==> config.mk <==
export PLATFORM = sky130hd
export DESIGN_NAME = tpu_instr_driver_flat
export DESIGN_NICKNAME = d
export VERILOG_FILES = /design/src/rtl/tpu_host_pkg.sv /design/src/rtl/tpu_instr_driver_if.sv /design/src/rtl/tpu_instr_driver_sync_fifo.sv /design/src/rtl/tpu_instr_driver.sv /design/src/flat_wrapper.sv
export SDC_FILE = /design/constraint.sdc
export NUM_CORES = 1
export LEC_CHECK = 0
export ABC_AREA = 1
export ABC_CLOCK_PERIOD_IN_PS = 5700
export CORE_ASPECT_RATIO = 1.1
export CORE_MARGIN = 4
export CORE_UTILIZATION = 35
export CTS_BUF_LIST = sky130_fd_sc_hd__clkbuf_4
export DETAILED_ROUTE_END_ITERATION = 10
export GPL_TIMING_DRIVEN = 0
export RECOVER_POWER = 100
export SETUP_SLACK_MARGIN = 0.1
export SLEW_MARGIN = 20
export SYNTH_ARGS = -nofsm -noshare
export SYNTH_HDL_FRONTEND = slang
export SYNTH_SLANG_ARGS = --single-unit
==> constraint.sdc <==
create_clock -name clk -period 5.7 [get_ports clk]
set_input_delay 0.855 -clock clk [delete_from_list [all_inputs] [get_ports clk]]
set_output_delay 0.855 -clock clk [all_outputs]
set_load 0.02 [all_outputs]
==> src/rtl/tpu_host_pkg.sv <==
// Shared types for the host-side TPU pin driver.
// Widths, FSM states and the command FIFO entry layout.
package tpu_host_pkg;

    localparam int INSTR_W  = 16;
    localparam int RESULT_W = 8;

    typedef enum logic [1:0] {
        IDLE,
        ISSUE,
        DRAIN
    } state_t;

    typedef struct packed {
        logic               capture;
        logic [INSTR_W-1:0] word;
    } cmd_entry_t;

endpackage

==> src/rtl/tpu_instr_driver_if.sv <==
// Host command/response streams plus the TPU pin bundle.
// master = host/TPU side, slave = the driver.
interface tpu_instr_driver_if;
    import tpu_host_pkg::*;

    logic                cmd_valid;
    logic                cmd_ready;
    logic [INSTR_W-1:0]  cmd_word;
    logic                cmd_capture;
    logic                rsp_valid;
    logic                rsp_ready;
    logic [RESULT_W-1:0] rsp_data;
    logic [INSTR_W-1:0]  tpu_instr;
    logic [RESULT_W-1:0] tpu_result;

    modport master (
        output cmd_valid, cmd_word, cmd_capture, rsp_ready, tpu_result,
        input  cmd_ready, rsp_valid, rsp_data, tpu_instr
    );

    modport slave (
        input  cmd_valid, cmd_word, cmd_capture, rsp_ready, tpu_result,
        output cmd_ready, rsp_valid, rsp_data, tpu_instr
    );

endinterface

==> src/rtl/tpu_instr_driver_sync_fifo.sv <==
// Synchronous FIFO with registered full/empty flags.
// Storage is cleared on reset so the head reads zero when empty.
module sync_fifo #(
    parameter int W     = 8,
    parameter int DEPTH = 8
) (
    input  logic         clk,
    input  logic         rst,
    input  logic         push,
    input  logic [W-1:0] wdata,
    input  logic         pop,
    output logic [W-1:0] rdata,
    output logic         full,
    output logic         empty
);

    localparam int AW = $clog2(DEPTH);

    logic [W-1:0]  mem [DEPTH];
    logic [AW-1:0] wptr;
    logic [AW-1:0] rptr;
    logic [AW:0]   cnt;
    logic [AW:0]   cnt_nxt;
    logic          wr;
    logic          rd;

    assign wr    = push && !full;
    assign rd    = pop && !empty;
    assign rdata = mem[rptr];

    // Occupancy after this cycle's accepted push/pop
    always_comb begin
        cnt_nxt = cnt;
        case ({wr, rd})
            2'b10:   cnt_nxt = cnt + 1'b1;
            2'b01:   cnt_nxt = cnt - 1'b1;
            default: cnt_nxt = cnt;
        endcase
    end

    // Pointers, storage and flags
    always_ff @(posedge clk) begin
        if (rst) begin
            wptr  <= '0;
            rptr  <= '0;
            cnt   <= '0;
            full  <= 1'b0;
            empty <= 1'b1;
            for (int i = 0; i < DEPTH; i++) begin
                mem[i] <= '0;
            end
        end else begin
            if (wr) begin
                mem[wptr] <= wdata;
                wptr      <= wptr + 1'b1;
            end
            if (rd) begin
                rptr <= rptr + 1'b1;
            end
            cnt   <= cnt_nxt;
            full  <= (cnt_nxt == (AW+1)'(DEPTH));
            empty <= (cnt_nxt == '0);
        end
    end

endmodule

==> src/rtl/tpu_instr_driver.sv <==
// Buffers host instructions onto the TPU pins, one per cycle,
// and returns result-pin samples for flagged instructions.
module tpu_instr_driver
    import tpu_host_pkg::*;
#(
    parameter int                 CMD_DEPTH  = 8,
    parameter int                 RSP_DEPTH  = 8,
    parameter int                 RESULT_LAT = 2,
    parameter logic [INSTR_W-1:0] IDLE_WORD  = 16'h0000
) (
    input  logic        clk,
    input  logic        rst,
    input  logic        run,
    output logic        busy,
    output logic [15:0] issued_count,
    tpu_instr_driver_if.slave bus
);

    localparam int CW = $clog2(RSP_DEPTH) + 1;

    cmd_entry_t          cmd_in;
    cmd_entry_t          cmd_head;
    logic                cmd_full;
    logic                cmd_empty;
    logic                cmd_push;
    logic                rsp_full;
    logic                rsp_empty;
    logic                rsp_push;
    logic                rsp_pop;
    logic                issue;
    logic                cap_issue;
    logic                pipe_empty;
    logic [CW-1:0]       credits;
    logic [RESULT_LAT:0] pipe;
    logic [INSTR_W-1:0]  instr_q;
    state_t              state_q;
    state_t              state_d;

    assign cmd_in.capture = bus.cmd_capture;
    assign cmd_in.word    = bus.cmd_word;
    assign cmd_push       = bus.cmd_valid && !cmd_full;
    assign bus.cmd_ready  = !cmd_full;

    // A capture may only issue once its result slot is reserved
    assign issue = run && !cmd_empty
                && (!cmd_head.capture || credits != '0);
    assign cap_issue  = issue && cmd_head.capture;
    assign pipe_empty = ~|pipe;

    // Top pipe bit marks the edge ending cycle N+RESULT_LAT
    assign rsp_push      = pipe[RESULT_LAT];
    assign rsp_pop       = bus.rsp_ready && !rsp_empty;
    assign bus.rsp_valid = !rsp_empty;
    assign bus.tpu_instr = instr_q;

    assign busy = (state_q != IDLE) || !cmd_empty || !rsp_empty;

    sync_fifo #(
        .W     ($bits(cmd_entry_t)),
        .DEPTH (CMD_DEPTH)
    ) u_cmd_fifo (
        .clk   (clk),
        .rst   (rst),
        .push  (cmd_push),
        .wdata (cmd_in),
        .pop   (issue),
        .rdata (cmd_head),
        .full  (cmd_full),
        .empty (cmd_empty)
    );

    sync_fifo #(
        .W     (RESULT_W),
        .DEPTH (RSP_DEPTH)
    ) u_rsp_fifo (
        .clk   (clk),
        .rst   (rst),
        .push  (rsp_push),
        .wdata (bus.tpu_result),
        .pop   (rsp_pop),
        .rdata (bus.rsp_data),
        .full  (rsp_full),
        .empty (rsp_empty)
    );

    // Instruction pins, issue counter, capture pipe and credits
    always_ff @(posedge clk) begin
        if (rst) begin
            instr_q      <= IDLE_WORD;
            issued_count <= '0;
            pipe         <= '0;
            credits      <= CW'(RSP_DEPTH);
        end else begin
            instr_q <= issue ? cmd_head.word : IDLE_WORD;
            if (issue) begin
                issued_count <= issued_count + 16'd1;
            end
            pipe <= {pipe[RESULT_LAT-1:0], cap_issue};
            case ({cap_issue, rsp_pop})
                2'b10:   credits <= credits - 1'b1;
                2'b01:   credits <= credits + 1'b1;
                default: credits <= credits;
            endcase
        end
    end

    // FSM state register
    always_ff @(posedge clk) begin
        if (rst) begin
            state_q <= IDLE;
        end else begin
            state_q <= state_d;
        end
    end

    // FSM next state
    always_comb begin
        state_d = state_q;
        case (state_q)
            IDLE: begin
                if (issue) state_d = ISSUE;
            end
            ISSUE: begin
                if (!issue) state_d = pipe_empty ? IDLE : DRAIN;
            end
            DRAIN: begin
                if (issue)           state_d = ISSUE;
                else if (pipe_empty) state_d = IDLE;
            end
            default: state_d = IDLE;
        endcase
    end

    // Credits must keep the result FIFO from ever overflowing
    a_no_rsp_overflow: assert property (
        @(posedge clk) disable iff (rst) !(rsp_push && rsp_full)
    );

endmodule

==> src/flat_wrapper.sv <==
// flat-port wrapper written by rule: the top's interface ports become plain ports
module tpu_instr_driver_flat import tpu_host_pkg::*;
#(
    parameter int                 CMD_DEPTH  = 8,
    parameter int                 RSP_DEPTH  = 8,
    parameter int                 RESULT_LAT = 2,
    parameter logic [INSTR_W-1:0] IDLE_WORD  = 16'h0000
)
  (clk, rst, run, busy, issued_count, bus_cmd_valid, bus_cmd_word, bus_cmd_capture, bus_rsp_ready, bus_tpu_result, bus_cmd_ready, bus_rsp_valid, bus_rsp_data, bus_tpu_instr);
  tpu_instr_driver_if bus_i ();
  input  logic clk;
  input  logic rst;
  input  logic run;
  output logic busy;
  output logic [15:0] issued_count;
  input wire logic [$bits(bus_i.cmd_valid)-1:0] bus_cmd_valid;
  input wire logic [$bits(bus_i.cmd_word)-1:0] bus_cmd_word;
  input wire logic [$bits(bus_i.cmd_capture)-1:0] bus_cmd_capture;
  input wire logic [$bits(bus_i.rsp_ready)-1:0] bus_rsp_ready;
  input wire logic [$bits(bus_i.tpu_result)-1:0] bus_tpu_result;
  output wire logic [$bits(bus_i.cmd_ready)-1:0] bus_cmd_ready;
  output wire logic [$bits(bus_i.rsp_valid)-1:0] bus_rsp_valid;
  output wire logic [$bits(bus_i.rsp_data)-1:0] bus_rsp_data;
  output wire logic [$bits(bus_i.tpu_instr)-1:0] bus_tpu_instr;
  assign bus_i.cmd_valid = bus_cmd_valid;
  assign bus_i.cmd_word = bus_cmd_word;
  assign bus_i.cmd_capture = bus_cmd_capture;
  assign bus_i.rsp_ready = bus_rsp_ready;
  assign bus_i.tpu_result = bus_tpu_result;
  assign bus_cmd_ready = bus_i.cmd_ready;
  assign bus_rsp_valid = bus_i.rsp_valid;
  assign bus_rsp_data = bus_i.rsp_data;
  assign bus_tpu_instr = bus_i.tpu_instr;
  tpu_instr_driver #(.CMD_DEPTH(CMD_DEPTH), .RSP_DEPTH(RSP_DEPTH), .RESULT_LAT(RESULT_LAT), .IDLE_WORD(IDLE_WORD)) u_core (.clk(clk), .rst(rst), .run(run), .busy(busy), .issued_count(issued_count), .bus(bus_i));
endmodule
==> results by group <==
Placed design
  • Post-DP HPWL: 20700 um
  • Routability cong.: between 0.8 and 0.9
  • Port bufs: between 70 and 80

Setup path
  • Worst Setup End Kind: primary output
  • CP max-delay cell: dlygate4sd3_1
  • CP Max Fanout: 10
  • Critical path class: register to primary output
  • WP buf/inv: 3
  • Crit path largest cell delay: ~0.68 ns
  • WP data arrival: ~3 ns
  • CP Cell Sequence: inv_1 -> clkbuf_1 -> nor2_1 -> o32ai_1 -> nand2_1 -> nand2_1 -> dlygate4sd3_1
  • CP startpoint kind: register
  • CP top delay family: buffers and inverters
  • Most Frequent Cell on Critical Path: nand2_1
  • Worst EP required: between 4 and 5 ns

Die
  • Core area: about 0.034 mm2
  • Row Count: 71
  • Initial Utilization: between 30% and 40%
  • Die height: 204 um
  • Die Wd: roughly 190 um
  • Die area: approximately 0.038 mm2
  • Num ports: 73

Yosys
  • Register area share after synthesis: 61.1%
  • Largest cells by area after synthesis: edfxtp_1 (49%), nor2_1 (12%), dfxtp_1 (12%), nand2_1 (5.7%), o21ai_0 (3.8%)
  • Synth warnings: 0
  • Cell accounting for the most synthesized area: edfxtp_1
  • Ys async rst share: 0%
  • Post-synthesis cell area: about 0.012 mm2
  • Top_reg_cell synth: edfxtp_1
  • Commonest cells in the netlist: nor2_1 (383), edfxtp_1 (200), nand2_1 (186)
  • Yosys cell types: 39
  • Count leader, synth: nor2_1
  • Mean post-synth cell area: 9.56 um2
  • Synth Register Bits: 271
  • Top cell type's share of synthesized area: between 40% and 50%
  • Post-synth EDFFs: 200
  • Post-synthesis cell count: between 1000 and 1500
  • Synth Net Count: 1318

Layout
  • Nets: 1465
  • Final core occ: 41.6%
  • Layout cells sized above 1: 10.9%
  • Area Overhead vs Synth: 17.2%

Global route
  • Vias in the first global route: about 9000
  • All-layer global routing usage: 16.1%
  • Largest net degree at the start of global routing: 18
  • Global-route wire length before repair: 47800 um
  • Remaining Overflow, GRT: 0
  • Antenna violations before repair: 1

Power and ir drop
  • Switching Share: 28.7%
  • Comb pwr share: 16.7%
  • Leak Pwr: 5.87 nW
  • P per Cell Area: 339 mW/mm2
  • Total power: 4.84 mW
  • Reg power frac: approximately 47%
  • Clk pwr share: 36.2%
  • VDD IR-drop max: about 0.12 mV
  • Int Pwr: 3.45 mW
  • Sw Pwr: between 1 and 1.5 mW

STA
  • Final min period: 3.91 ns
  • Final Hold Fails: 0
  • Worst-Margin Slew: around 1.3 ns
  • Setup_tns: 0 ns
  • FMAX: 255 MHz
  • Final clock skew: 0.0600 ns
  • Setup violations, final: 0
  • Slew HR: between 10% and 20%
  • Fin. max-slew vios: 0
  • Tcrit/Tclk final: between 60% and 70%
  • Unrepaired setup endpoints after global routing: false

Routing
  • Vias: 9206
  • Post-route ant nets: 0
  • Residual DRC: 0
  • Vias per Instance: 4.82
  • Routed wire length: 30500 um
  • Drt wl/cell: 16.0 um
  • TritonRoute pass-1 iters: 5
  • Iter 0 DRT Violations: 577

Clock tree
  • Root Driver: clkbuf_4
  • CTS resizes: 0
  • Hold-fix buffers at CTS: 0
  • Clock buffer depth: 3
  • Htree depth: 3
  • CTS Sinks: 271
  • Worst-skew pair later-pin latency: 0.69 ns
  • Clock transition at path regs: roughly 0.06 ns
  • CTS tree: done
  • Number of buffers created by CTS: 73
  • Setup bufs post-CTS: 0

Job
  • Maxcap violations: 0

Hold path
  • Worst Hold Class: register to register

Status
  • Status: finished, final reports clean
==> sequential cells by signal, summed over array words and instances, names as in the netlist, named ones only <==
name                     count
u_core.u_cmd_fifo.wptr       3
u_core.u_cmd_fifo.rptr       3
u_core.u_rsp_fifo.mem       64
u_core.u_rsp_fifo.wptr       3
u_core.state_q               2
u_core.credits               4
u_core.issued_count         16
u_core.u_rsp_fifo.empty      1
u_core.u_cmd_fifo.cnt        4
u_core.bus.tpu_instr        16
u_core.u_rsp_fifo.rptr       3
u_core.pipe                  3
u_core.u_cmd_fifo.mem      136
u_core.u_rsp_fifo.cnt        4
u_core.u_cmd_fifo.full       1
u_core.u_cmd_fifo.empty      1
u_core.u_rsp_fifo.full       1
==> cell usage in the layout (no fill, tap or decap), drive strengths merged, types with 12 or more instances in the layout <==
cell type | netlist | layout
o22ai | 32 | 32
nand2 | 198 | 198
inv | 96 | 97
clkdlybuf4s50 | 0 | 26
a21oi | 26 | 26
o32ai | 16 | 16
dlygate4sd3 | 0 | 46
nor2 | 394 | 394
dfxtp | 71 | 71
ha | 14 | 14
buf | 24 | 16
clkinv | 1 | 12
o21ai | 93 | 93
clkbuf | 30 | 147
nand3 | 44 | 44
edfxtp | 200 | 200
==> layer usage <==
layer / track usage (%) / share of wire [%]
met1: 20.0 / 43
met2: 27.2 / 49
met3: 3.44 / 5.4
met4: 6.72 / 2.7
met5: 0 / 0
==> power by group through the flow <==
| stage | clock network (mW) | registers [mW] | logic, mW |
|---|---|---|---|
| after global routing | 1.93 | 2.29 | 0.906 |
| after detailed placement | 0 | 2.32 | 0.840 |
| after floorplan | 0 | 2.32 | 0.560 |
| after global placement | 0 | 2.32 | 0.830 |
| final | 1.75 | 2.28 | 0.810 |
| after CTS | 1.81 | 2.28 | 0.843 |
==> metrics by stage <==
step / setup slack, ns / area, um2 / instances / hold WS, ns
2_1_floorplan: 3.08 / 12200 / 1272 / 0.410
3_3_place_gp: 1.99 / 13400 / 1782 / 0.414
3_5_place_dp: 1.98 / 13400 / 1782 / 0.425
4_1_cts: 1.79 / 14400 / 1907 / 0.375
5_1_grt: 1.62 / 14300 / 1908 / 0.399
6_report: 1.79 / 14300 / 1908 / 0.394
==> final timing paths <==
path,from,to,slack (ns),depth (start not counted)
setup / recovery,register,bus_rsp_data[7],1.79,7
hold / removal,u_core.pipe[0],u_core.pipe[1],0.39,2
setup reg to reg,register,u_core.credits[3],2.33,17
hold reg to reg,u_core.pipe[0],u_core.pipe[1],0.39,2
==> cells by family after synthesis <==
family	Yosys count	share of synthesized area, %
AO/OA/AOI/OAI	171	8.21
XOR/XNOR	16	1.15
adder cells (fa/ha/maj)	16	1.77
buffers and inverters	151	5.38
flip-flops	271	61.1
multiplexers	1	0.0823
AND/OR/NAND/NOR	646	22.3
==> final cells by class <==
type | count | area (um2)
antenna | 1 | 2.50
buffer | 54 | 259
clock buffer | 109 | 818
clock inverter | 16 | 119
fill | 3444 | 20000
inverter | 97 | 365
multi-input combinational | 850 | 3990
sequential | 271 | 7430
tap | 438 | 548
timing repair buffer | 72 | 721
==> tightest hold or removal path, delay by kind of cell (launching register included) <==
kind                   cells  cell delay [ns]
buffers and inverters      1             0.06
flip-flops                 1             0.30
AND/OR/NAND/NOR            1             0.04
(Power assumes the default switching activity.)
